==> src/rtl/usb_fifo_arbiter.sv <==
// Bus arbiter for the shared synchronous FIFO interface to the USB bridge.
// Time-shares one bidirectional bus between receive and transmit bursts.
module usb_fifo_arbiter #(
   parameter int WIDTH     = 32,
   parameter int MAX_BURST = 16
) (
   input  logic             clk,
   input  logic             rst,
   input  logic             usb_rx_empty,
   input  logic             usb_tx_full,
   input  logic [WIDTH-1:0] usb_data_in,
   input  logic [3:0]       usb_be_in,
   output logic [WIDTH-1:0] usb_data_out,
   output logic [3:0]       usb_be_out,
   output logic             usb_data_oe,
   output logic             usb_outen_l,
   output logic             usb_rden_l,
   output logic             usb_wren_l,
   output logic [WIDTH-1:0] rx_data,
   output logic [3:0]       rx_be,
   output logic             rx_valid,
   input  logic             rx_ready,
   input  logic [WIDTH-1:0] tx_data,
   input  logic             tx_valid,
   output logic             tx_ready
);

   localparam int CW = $clog2(MAX_BURST + 1);
   localparam logic [CW-1:0] MAXC = CW'(MAX_BURST);

   typedef enum logic [2:0] {
      IDLE,
      RX_OE,
      RX_READ,
      TX_WRITE,
      TURN
   } state_t;

   state_t           state_q;
   logic [CW-1:0]    cnt_q;
   logic [CW-1:0]    cnt_inc;
   logic             last_tx_q;
   logic [WIDTH-1:0] rx_data_q;
   logic [3:0]       rx_be_q;
   logic             rx_valid_q;

   logic rx_pend;
   logic tx_pend;
   logic room;
   logic rd_go;
   logic wr_go;

   assign rx_pend = !usb_rx_empty && rx_ready;
   assign tx_pend = tx_valid && !usb_tx_full;
   assign room    = cnt_q < MAXC;
   assign cnt_inc = cnt_q + CW'(1);

   // Strobes are combinational so a stall stops the transfer in its own cycle.
   assign rd_go = (state_q == RX_READ) && rx_pend && room;
   assign wr_go = (state_q == TX_WRITE) && tx_pend && room;

   assign usb_outen_l  = !((state_q == RX_OE) || (state_q == RX_READ));
   assign usb_rden_l   = !rd_go;
   assign usb_wren_l   = !wr_go;
   assign tx_ready     = wr_go;
   assign usb_data_oe  = (state_q == TX_WRITE);
   assign usb_data_out = usb_data_oe ? tx_data : '0;
   assign usb_be_out   = usb_data_oe ? 4'hF : 4'h0;

   assign rx_data  = rx_data_q;
   assign rx_be    = rx_be_q;
   assign rx_valid = rx_valid_q;

   always_ff @(posedge clk or posedge rst) begin
      if (rst) begin
         state_q    <= IDLE;
         cnt_q      <= '0;
         last_tx_q  <= 1'b1;
         rx_data_q  <= '0;
         rx_be_q    <= '0;
         rx_valid_q <= 1'b0;
      end else begin
         rx_valid_q <= 1'b0;
         unique case (state_q)
            IDLE: begin
               // On a tie the direction not served last wins.
               if (rx_pend && (!tx_pend || last_tx_q)) begin
                  state_q   <= RX_OE;
                  last_tx_q <= 1'b0;
               end else if (tx_pend) begin
                  state_q   <= TX_WRITE;
                  last_tx_q <= 1'b1;
               end
            end
            RX_OE: begin
               state_q <= RX_READ;
            end
            RX_READ: begin
               if (rd_go) begin
                  rx_data_q  <= usb_data_in;
                  rx_be_q    <= usb_be_in;
                  rx_valid_q <= 1'b1;
                  cnt_q      <= cnt_inc;
                  if (cnt_inc == MAXC) state_q <= TURN;
               end else begin
                  state_q <= TURN;
               end
            end
            TX_WRITE: begin
               if (wr_go) begin
                  cnt_q <= cnt_inc;
                  if (cnt_inc == MAXC) state_q <= TURN;
               end else begin
                  state_q <= TURN;
               end
            end
            TURN: begin
               cnt_q   <= '0;
               state_q <= IDLE;
            end
            default: begin
               state_q <= IDLE;
            end
         endcase
      end
   end

endmodule

==> config.mk <==
export PLATFORM = sky130hd
export DESIGN_NAME = usb_fifo_arbiter
export DESIGN_NICKNAME = d
export VERILOG_FILES = /design/src/rtl/usb_fifo_arbiter.sv
export SDC_FILE = /design/constraint.sdc
export NUM_CORES = 1
export LEC_CHECK = 0
export ABC_CLOCK_PERIOD_IN_PS = 2500
export CAP_MARGIN = 30
export CORE_MARGIN = 4
export CORE_UTILIZATION = 35
export DETAILED_ROUTE_END_ITERATION = 8
export PLACE_DENSITY_LB_ADDON = 0.25
export SETUP_SLACK_MARGIN = 0.02
export SYNTH_ARGS = -nofsm -noshare
export SYNTH_HDL_FRONTEND = slang
export SYNTH_SLANG_ARGS = --single-unit
==> constraint.sdc <==
create_clock -name clk -period 2.5 [get_ports clk]
set_clock_uncertainty 0.2 [all_clocks]
set_input_delay 0.375 -clock clk [delete_from_list [all_inputs] [get_ports clk]]
set_output_delay 0.375 -clock clk [all_outputs]
set_load 0.02 [all_outputs]
==> qor.tcl, run 1 <==
set qor(gp_congestion) 0.7312
set qor(routed_wl_um) 6352
set qor(syn2layout_area_growth_pct) 76.03
set qor(timing_hold_violations_final) 0
set qor(die_outline_area_mm2) 0.007546
set qor(grt_pass1_wl_um) 9873
set qor(cts_tree) {built}
set qor(routed-via-count) 1904
set qor(synth_enable_flop_cells) 0
set qor(route.antenna.remaining_nets) 0
set qor(seqCellArea_mm2) 0.001152
set qor(crit_path_max_fanout) 14
set qor(slew-limit-headroom_pct) 57.02
set qor(dp_hpwl_um) 5060
set qor(wire_per_inst_um) 15.53
set qor(startpoint_type_of_the_worst_setup_path) {register}
set qor(final_nets) 408
set qor(synth_largest_area_cell) {dfrtp_1}
set qor(diodes) 0
set qor(crit_slowest_cell) {clkdlybuf4s50_1}
set qor(cell_types_occupying_the_most_area_after_synthesis) {dfrtp_1 52%, mux2_2 18%, and3_1 9.2%}
set qor(chipHeight_um) 86.87
set qor(floorplan.die.width_um) 86.87
set qor(fraction_of_final_layout_cells_sized_beyond_drive_strength_1_pct) 17.37
set qor(postCtsSetupBuffers) 0
set qor(core_area_mm2) 0.005991
set qor(synth_seq_cells) 46
set qor(setup_viol_count_final) 0
set qor(crit_arrival_ps) 1740
set qor(placement_rows) 28
set qor(yosysUniqueCellTypes) 33
set qor(critical_path.endpoint_type) {output port}
set qor(grt_start_max_net_pins) 38
set qor(cell_chosen_for_the_clock_root) {clkbuf_8}
set qor(track_usage_pct) 16.68
set qor(ir_worst_vdd_v) 0.0005815
set qor(synthesis.area_mm2) 0.002177
set qor(timing_worst_setup_path_type) {reg -> out}
set qor(async_flop_share_pct) 100.0
set qor(slew_violations) 0
set qor(power.leakage_nw) 2.000
set qor(crit_path_cell_trace) {xor2_1 > nand2b_1 > clkdlybuf4s50_1}
set qor(yosys.cell_count.top_type) {dfrtp_1}
set qor(max_freq_ghz) 0.4321
set qor(synth_flop_cell) {dfrtp_1}
set qor(synth_cells) 181
set qor(drt_first_iter_violations) 61
set qor(ys.warnings.count) 0
set qor(numPortBuffers) 151
set qor(tightestPinTransition_ps) 643.7
set qor(post_cts_hold_buffer_count) 0
set qor(multiInputGateArea_um2) 914.6
set qor(first_global_vias) 1992
set qor(status) {finished, final reports clean}
set qor(syn_avg_cell_area_um2) 12.03
set qor(worstSkewPairLatency_ps) 290
set qor(pin_count) 152
set qor(timing.critical_path.required_ps) 1920
set qor(share_of_the_core_filled_with_cells_in_the_final_layout_pct) 63.97
set qor(synth.top_cell.area_share_pct) 51.72
set qor(setup-tns-final_ps) 0
set qor(final_period_minus_worst_setup_slack_ps) 2314
set qor(route.detailed.vias_per_inst) 4.655
set qor(cts_buffer_depth) 2
set qor(initial_core_util_pct) 36.34
set qor(worst_path_largest_cell_delay_ps) 620
set qor(grt_setup_unrepaired) {false}
set qor(cts_made_buffers) 5
set qor(synth_seq_area_share_pct) 52.93
set qor(cts_sinks) 46
set qor(pwr_density_cell_mw_per_mm2) 1002
set qor(worst_setup_hold_path_clk_slew_ps) 90
set qor(post_synth_most_frequent_cells) {45 x dfrtp_1, 35 x mux2_2, 32 x and3_1, 7 x nand2_1, 6 x clkbuf_1}
set qor(first_pass_iteration_count_of_the_detailed_router) 4
set qor(max-cap-violations) 0
set qor(remaining_global_route_overflow) 0
set qor(antenna_found_initial) 0
set qor(min_path_type) {in -> async}
set qor(htree_num_levels) 2
set qor(mappedNetlistNets) 256
set qor(fillCellCount) 487
set qor(drcViolationCount) 0
set qor(finalCritPeriodShare_pct) 92.57
[per-stage QoR]
step | worst slack [ps] | cells | total power [mW] | hold WS, ps | area, um2
global route | 118.7 | 409 | 4.090 | 318.9 | 3832
floorplan | 394.6 | 181 | 2.416 | 268.7 | 2177
CTS | -20.51 | 409 | 3.892 | 306.6 | 3810
global placement | 109.7 | 401 | 3.417 | 273.1 | 3760
detailed placement | 118.9 | 401 | 3.478 | 291.9 | 3760
finish | 185.8 | 409 | 3.838 | 275.6 | 3832
[cell usage in the layout (no fill, tap or decap), drive strengths merged, types with 2 or more instances in the layout]
cell and n:
a21oi 4, a31oi 2, and2 2, and3 32
buf 10, clkbuf 6, clkdlybuf4s50 111, clkinv 2
dfrtp 45, dlygate4sd2 32, dlymetal6s2s 8, inv 4
mux2 36, mux2i 2, nand2 7, nand2b 3
nand3 5, nor3b 2, o21ai 6, xor2 3
[per-layer routing]
layer	global-route usage, %	up-vias	part of all wire, %
met4	3.824	0	0
met2	28.43	50	55
met3	3.690	0	4.6
li1	-	940	-
met5	0	-	0
met1	21.56	914	41
[state kept, by name (all words and copies together) (netlist names)]
name,cells
cnt_q,5
last_tx_q,1
rx_be,4
rx_data,32
rx_valid,1
state_q,3
[logic make-up (layout without fill, tap and decap cells)]
family | count (synthesis) | count (layout) | share of synthesized area, %
multiplexers | 38 | 38 | 19.54
AND/OR/NAND/NOR | 56 | 56 | 15.86
buffers and inverters | 20 | 173 | 5.172
XOR/XNOR | 3 | 3 | 1.207
adder cells (fa/ha/maj) | 1 | 1 | 0.5746
AO/OA/AOI/OAI | 17 | 17 | 4.713
flip-flops | 46 | 46 | 52.93
[where the power goes]
part	internal, mW	switching, mW
Clock	0.198	0.245
Sequential	1.09	0.209
Combinational	1.10	1.00
Total	2.38	1.45
[worst max-delay path: cells and delay by family (launching register included)]
family	cells	cell delay [ps]
buffers and inverters	1	620
xor gates and xnor gates	1	220
DFF	1	530
and+or+nand+nor	1	80
[what timing repair did]
| item | CTS | global route |
|---|---|---|
| endpoints found under the setup margin | 32 | 8 |
| pin swaps | 0 | 0 |
| gates resized for setup | 33 | 9 |
[area by class of cell]
type / count / share of cell area, %
Timing Repair Buffer: 161 / 40.97
Sequential cell: 46 / 30.07
Clock inverter: 2 / 0.3591
Multi-Input combinational cell: 115 / 23.87
Inverter: 4 / 0.3918
Clock buffer: 6 / 1.894
Tap cell: 75 / 2.449
[path summary, 6_finish.rpt]
kind                                         from                       to  slack [ps]  cells after the start
hold / removal                                rst     rx_be[1]$_DFFE_PP0P_         280                      2
max in group asynchronous                     rst     cnt_q[0]$_DFFE_PP0P_        1230                      3
min in group clk             rx_be[0]$_DFFE_PP0P_     rx_be[0]$_DFFE_PP0P_         300                      1
setup / recovery           state_q[0]$_DFFE_PP0P_              usb_outen_l         190                      3
setup reg to reg           state_q[0]$_DFFE_PP0P_  rx_data[20]$_DFFE_PP0P_         510                      4
hold reg to reg              rx_be[0]$_DFFE_PP0P_     rx_be[0]$_DFFE_PP0P_         300                      1
Note: power is estimated with default switching activity, not from simulation.
==> run 2, diff against run 1 <==
Settings changed: RECOVER_POWER from default to 50.
==> qor.tcl, run 2 (synthesis results as in run 1) <==
set qor(status) {finished, final reports clean} ;# unchanged
set qor(setup-tns-final_ps) 0 ;# unchanged
set qor(cts_sinks) 46 ;# unchanged
set qor(worstSkewPairLatency_ps) 290 ;# about the same
set qor(grt_start_max_net_pins) 38 ;# unchanged
set qor(min_path_type) {reg -> reg} ;# was in -> async
set qor(gp_congestion) 0.7312 ;# unchanged
set qor(drcViolationCount) 0 ;# unchanged
set qor(placement_rows) 28 ;# unchanged
set qor(cts_made_buffers) 5 ;# unchanged
set qor(tightestPinTransition_ps) 1165 ;# was 643.7 ps
set qor(setup_viol_count_final) 0 ;# unchanged
set qor(placed_cells_incl_taps) 401 ;# unchanged
set qor(largest_reg_flops) 32 ;# unchanged
set qor(floorplan.die.width_um) 86.87 ;# unchanged
set qor(slew-limit-headroom_pct) 22.23 ;# was 57.02%
set qor(track_usage_pct) 16.68 ;# unchanged
set qor(antenna_found_initial) 0 ;# unchanged
set qor(route.antenna.remaining_nets) 0 ;# unchanged
set qor(max_freq_ghz) 0.4284 ;# was 0.4321 GHz
set qor(die_outline_area_mm2) 0.007546 ;# unchanged
set qor(diodes) 0 ;# unchanged
set qor(critical_path.endpoint_type) {output port} ;# unchanged
set qor(cts_buffer_depth) 2 ;# unchanged
set qor(final_nets) 408 ;# unchanged
set qor(grt_pass1_wl_um) 9873 ;# unchanged
set qor(top_layer) {met3} ;# unchanged
set qor(crit_path_cell_trace) {clkbuf_1 > nand2b_1 > clkdlybuf4s50_1} ;# was xor2_1 > nand2b_1 > clkdlybuf4s50_1
set qor(wire_per_inst_um) 15.53 ;# unchanged
set qor(ir_worst_vdd_v) 0.0005530 ;# was 0.0005815 V
set qor(chipHeight_um) 86.87 ;# unchanged
set qor(routed-via-count) 1900 ;# was 1904
set qor(first_pass_iteration_count_of_the_detailed_router) 4 ;# unchanged
set qor(syn2layout_area_growth_pct) 75.34 ;# was 76.03%
set qor(max-cap-violations) 0 ;# unchanged
set qor(crit_slowest_cell) {clkdlybuf4s50_1} ;# unchanged
set qor(pwr_density_cell_mw_per_mm2) 973.9 ;# was 1002 mW/mm2
set qor(finalCritPeriodShare_pct) 93.38 ;# was 92.57%
set qor(final_period_minus_worst_setup_slack_ps) 2335 ;# was 2314 ps
set qor(timing_worst_setup_path_type) {reg -> out} ;# unchanged
set qor(slew_violations) 0 ;# unchanged
set qor(mostFrequentLayoutCells) {76 x clkdlybuf4s50_1, 45 x dfrtp_1, 35 x mux2_2, 35 x dlygate4sd3_1} ;# was 111 x clkdlybuf4s50_1, 45 x dfrtp_1, 35 x mux2_2
set qor(core_area_mm2) 0.005991 ;# unchanged
set qor(grt_setup_unrepaired) {false} ;# unchanged
set qor(post-place-ws_ps) 118.9 ;# unchanged
set qor(wl_met3_um) 289 ;# was 294 um
set qor(htree_num_levels) 2 ;# unchanged
set qor(startpoint_type_of_the_worst_setup_path) {register} ;# unchanged
set qor(timing.critical_path.required_ps) 1920 ;# about the same
set qor(postCtsSetupBuffers) 0 ;# unchanged
set qor(cell_chosen_for_the_clock_root) {clkbuf_8} ;# unchanged
set qor(remaining_global_route_overflow) 0 ;# unchanged
set qor(final.setup.worst_slack_ps) 165.5 ;# was 185.8 ps
set qor(dp_hpwl_um) 5060 ;# unchanged
set qor(fraction_of_final_layout_cells_sized_beyond_drive_strength_1_pct) 15.87 ;# was 17.37%
set qor(power.leakage_nw) 2.016 ;# was 2.000 nW
set qor(crit_path_max_fanout) 6 ;# was 14
set qor(timing_hold_violations_final) 0 ;# unchanged
set qor(drt_first_iter_violations) 56 ;# was 61
set qor(routed_wl_um) 6352 ;# unchanged
set qor(cts_tree) {built} ;# unchanged
set qor(pin_count) 152 ;# unchanged
set qor(crit_arrival_ps) 1760 ;# was 1740 ps
set qor(route.detailed.vias_per_inst) 4.645 ;# was 4.655
set qor(drt-met1-wl_um) 2604 ;# was 2582 um
set qor(most_common_cell_after_layout_fill_and_taps_aside) {clkdlybuf4s50_1} ;# unchanged
set qor(numPortBuffers) 151 ;# unchanged
set qor(initial_core_util_pct) 36.34 ;# unchanged
set qor(first_global_vias) 1992 ;# unchanged
set qor(instances_no_fill) 409 ;# unchanged
set qor(met2_length_um) 3458 ;# was 3475 um
set qor(worst_setup_hold_path_clk_slew_ps) 90 ;# about the same
set qor(worst_path_largest_cell_delay_ps) 620 ;# about the same
## run 2: cell count changes in the layout (fill, tap and decap cells not counted), sizes merged
cell / previous run / this run
buf: 10 / 6
clkbuf: 6 / 10
clkdlybuf4s50: 111 / 76
dlygate4sd3: 0 / 35
## run 2: layout make-up
class	count	area, um2
fillers	494	2173
multi-input cells	115	914.6
clock buffers	6	72.57
flip-flops and latches	46	1152
inverters	4	15.01
repair buffers	161	1555
clock inverters	2	13.76
well taps	75	93.84
## run 2: worst paths after layout
check | start | end | slack [ps] | cells past startpoint
max | state_q[2]$_DFFE_PP0P_ | usb_outen_l | 170 | 3
min in group asynchronous | rst | rx_be[1]$_DFFE_PP0P_ | 610 | 2
min reg2reg | rx_be[0]$_DFFE_PP0P_ | rx_be[0]$_DFFE_PP0P_ | 300 | 1
max reg2reg | state_q[2]$_DFFE_PP0P_ | rx_data[20]$_DFFE_PP0P_ | 440 | 5
max in group asynchronous | rst | cnt_q[0]$_DFFE_PP0P_ | 520 | 3
min | rx_be[0]$_DFFE_PP0P_ | rx_be[0]$_DFFE_PP0P_ | 300 | 1
## run 2: critical path, delay by kind of cell (launching register included)
family                 cells  cell delay [ps]
and+or+nand+nor            1              140
DFF                        1              460
buffers and inverters      2              870
## run 2: report_power, final
group / internal, mW / switching, mW
logic: 0.991 / 1.00
registers: 1.09 / 0.197
clock network: 0.198 / 0.246
total: 2.27 / 1.44
## run 2: repair_timing
action	4_1_cts	5_1_grt
hold buffers	0	0
pin swaps	0	0
gates resized for setup	33	9
endpoints found under the setup margin	32	8
## run 2: routing by layer
metal | global-route usage [%] | up-vias
li1 | - | 940
met5 | 0 | -
met1 | 21.56 | 911
met2 | 28.43 | 49
met4 | 3.824 | 0
met3 | 3.690 | 0
## run 2: stage by stage
step	total power [mW]	utilization, %	area [um2]	hold WS, ps
floorplan	2.416	-	2177	268.7
global placement	3.417	62.76	3760	273.1
detailed placement	3.478	62.76	3760	291.9
CTS	3.892	63.60	3810	306.6
global route	3.968	63.72	3817	314.2
finish	3.718	63.72	3817	298.7
==> run 3, diff against run 2 <==
Settings changed: PLACE_DENSITY from default to 0.9, PLACE_DENSITY_LB_ADDON 0.25 to default.
==> qor.tcl, run 3 (synthesis results as in run 1) <==
set qor(status) {finished, final reports clean} ;# unchanged
set qor(min_path_type) {reg -> reg} ;# unchanged
set qor(chipHeight_um) 86.87 ;# unchanged
set qor(postCtsSetupBuffers) 0 ;# unchanged
set qor(p_sw_mw) 1.448 ;# was 1.443 mW
set qor(syn2layout_area_growth_pct) 79.83 ;# was 75.34%
set qor(fillCellCount) 465 ;# was 494
set qor(timing.critical_path.required_ps) 1920 ;# about the same
set qor(crit_path_max_fanout) 8 ;# was 6
set qor(slew_violations) 0 ;# unchanged
set qor(grt_pass1_wl_um) 9646 ;# was 9873 um
set qor(comb_power_share_pct) 54.8 ;# was 53.6%
set qor(slew-limit-headroom_pct) 40.74 ;# was 22.23%
set qor(hold_start) {rx_be[0]$_DFFE_PP0P_} ;# unchanged
set qor(fraction_of_final_layout_cells_sized_beyond_drive_strength_1_pct) 15.92 ;# was 15.87%
set qor(post_cts_hold_buffer_count) 0 ;# unchanged
set qor(clock_power_share_pct) 11.7 ;# was 11.9%
set qor(cts_made_buffers) 5 ;# unchanged
set qor(cts_buffer_depth) 2 ;# unchanged
set qor(gp_congestion) 0.7529 ;# was 0.7312
set qor(cts_sinks) 46 ;# unchanged
set qor(initial_core_util_pct) 36.34 ;# unchanged
set qor(hold-worst-slack_ps) 291.5 ;# was 298.7 ps
set qor(most_common_cell_after_layout_fill_and_taps_aside) {clkdlybuf4s50_1} ;# unchanged
set qor(wire_per_inst_um) 15.83 ;# was 15.53 um
set qor(power.leakage_nw) 2.386 ;# was 2.016 nW
set qor(htree_num_levels) 2 ;# unchanged
set qor(timing.rr.end) {rx_be[0]$_DFFE_PP0P_} ;# was rx_data[20]$_DFFE_PP0P_
set qor(numPortBuffers) 151 ;# unchanged
set qor(crit_arrival_ps) 1790 ;# was 1760 ps
set qor(first_pass_iteration_count_of_the_detailed_router) 4 ;# unchanged
set qor(floorplan.die.width_um) 86.87 ;# unchanged
set qor(final_nets) 407 ;# was 408
set qor(timing_worst_setup_path_type) {reg -> out} ;# unchanged
set qor(dp_hpwl_um) 4944 ;# was 5060 um
set qor(total_power_mw) 3.769 ;# was 3.718 mW
set qor(worstHoldPathCells) 1 ;# unchanged
set qor(setup_viol_count_final) 0 ;# unchanged
set qor(final_period_minus_worst_setup_slack_ps) 2361 ;# was 2335 ps
set qor(seqPwrFrac_pct) 33.5 ;# was 34.5%
set qor(cts_tree) {built} ;# unchanged
set qor(max-cap-violations) 0 ;# unchanged
set qor(finalCritPeriodShare_pct) 94.43 ;# was 93.38%
set qor(setup.reg_to_reg.worst_slack_ps) 230 ;# was 440 ps
set qor(die_outline_area_mm2) 0.007546 ;# unchanged
set qor(switching_share_pct) 38.41 ;# was 38.82%
set qor(placement_rows) 28 ;# unchanged
set qor(share_of_the_core_filled_with_cells_in_the_final_layout_pct) 65.35 ;# was 63.72%
set qor(pin_count) 152 ;# unchanged
set qor(placed_cells_incl_taps) 400 ;# was 401
set qor(routed-via-count) 1979 ;# was 1900
set qor(reg2reg_from) {state_q[2]$_DFFE_PP0P_} ;# unchanged
set qor(mostFrequentLayoutCells) {80 x clkdlybuf4s50_1, 45 x dfrtp_1, 35 x mux2_2} ;# was 76 x clkdlybuf4s50_1, 45 x dfrtp_1, 35 x mux2_2, 35 x dlygate4sd3_1
set qor(diodes) 0 ;# unchanged
set qor(drt_first_iter_violations) 58 ;# was 56
set qor(tightestPinTransition_ps) 888.9 ;# was 1165 ps
set qor(worst_setup_hold_path_clk_slew_ps) 80 ;# was 90 ps
set qor(pwr_density_cell_mw_per_mm2) 962.8 ;# was 973.9 mW/mm2
set qor(remaining_global_route_overflow) 0 ;# unchanged
set qor(grt_start_max_net_pins) 38 ;# unchanged
set qor(antenna_found_initial) 0 ;# unchanged
set qor(routed_wl_um) 6457 ;# was 6352 um
set qor(instances_no_fill) 408 ;# was 409
set qor(route.detailed.vias_per_inst) 4.850 ;# was 4.645
set qor(rr_worst_depth) 5 ;# unchanged
set qor(grt_setup_unrepaired) {false} ;# unchanged
set qor(ir_worst_vdd_v) 0.0005916 ;# was 0.0005530 V
set qor(drcViolationCount) 0 ;# unchanged
set qor(cell_chosen_for_the_clock_root) {clkbuf_8} ;# unchanged
set qor(largest_reg_flops) 32 ;# unchanged
set qor(timing_hold_violations_final) 0 ;# unchanged
set qor(core_area_mm2) 0.005991 ;# unchanged
set qor(min_delay_worst_endpoint) {rx_be[0]$_DFFE_PP0P_} ;# unchanged
set qor(critical_path.endpoint_type) {output port} ;# unchanged
set qor(route.antenna.remaining_nets) 0 ;# unchanged
set qor(max_freq_ghz) 0.4236 ;# was 0.4284 GHz
set qor(first_global_vias) 2078 ;# was 1992
set qor(track_usage_pct) 15.95 ;# was 16.68%
set qor(worstSkewPairLatency_ps) 290 ;# about the same
set qor(startpoint_type_of_the_worst_setup_path) {register} ;# unchanged
set qor(setup-tns-final_ps) 0 ;# unchanged
set qor(cellInternalPower_mw) 2.321 ;# was 2.274 mW
==> run 3: cell types whose count changed in the layout (fill, tap and decap cells not counted), sizes merged <==
| cell | previous run | this run |
|---|---|---|
| buf | 6 | 5 |
| clkdlybuf4s50 | 76 | 80 |
| dlygate4sd2 | 32 | 5 |
| dlygate4sd3 | 35 | 33 |
| dlymetal6s2s | 8 | 33 |
==> run 3: layer usage <==
layer	track usage, %	vias up	wire length [um]
met1	18.44	953	2327
li1	-	935	-
met4	3.966	0	85
met5	0	-	0
met2	29.05	81	3566
met3	4.257	10	477
==> run 3: what timing repair did <==
item                                    4_1_cts  5_1_grt
pin swaps                                     0        0
gates resized for setup                       6       33
endpoints found under the setup margin       14       33
==> run 3: final cells by class <==
cell class | count | area, um2 | area share [%]
Tap cell | 75 | 93.84 | 2.397
Multi-Input combinational cell | 115 | 912.1 | 23.30
Clock buffer | 6 | 72.57 | 1.854
Sequential cell | 46 | 1152 | 29.43
Clock inverter | 2 | 13.76 | 0.3516
Inverter | 4 | 15.01 | 0.3835
Timing Repair Buffer | 160 | 1655 | 42.28
==> run 3: through the flow <==
| step | cell area (um2) | setup WS (ps) |
|---|---|---|
| after floorplan | 2177 | 394.6 |
| after global placement | 3765 | 156.1 |
| after detailed placement | 3765 | 176.5 |
| after CTS | 3846 | 31.06 |
| after global routing | 3915 | 53.58 |
| final | 3915 | 139.2 |
==> run 3: worst max-delay path, cell delays in order (launching register included) <==
cell             delay, ps
dfrtp_1                390
buf_4                  170
nor3b_4                250
nand2_1                110
clkdlybuf4s50_1        570
==> run 3: worst max path at each step <==
stage                           start               end  slack [ps]  cells after the start
2_1_floorplan  state_q[2]$_DFFE_PP0P_     usb_be_out[0]         390                      5
3_3_place_gp                 rx_ready        usb_rden_l         160                      4
5_1_grt        state_q[2]$_DFFE_PP0P_        usb_rden_l          50                      4
4_1_cts        state_q[2]$_DFFE_PP0P_  usb_data_out[18]          30                      4
3_5_place_dp                 tx_valid          tx_ready         180                      5
6_report       state_q[2]$_DFFE_PP0P_        usb_rden_l         140                      4
==> run 3: power groups by stage <==
stage | Sequential, mW | Combinational [mW] | Clock [mW]
floorplan | 1.63 | 0.784 | 0
global placement | 1.27 | 2.16 | 0
detailed placement | 1.29 | 2.20 | 0
CTS | 1.28 | 2.20 | 0.456
global route | 1.32 | 2.21 | 0.492
finish | 1.26 | 2.07 | 0.441
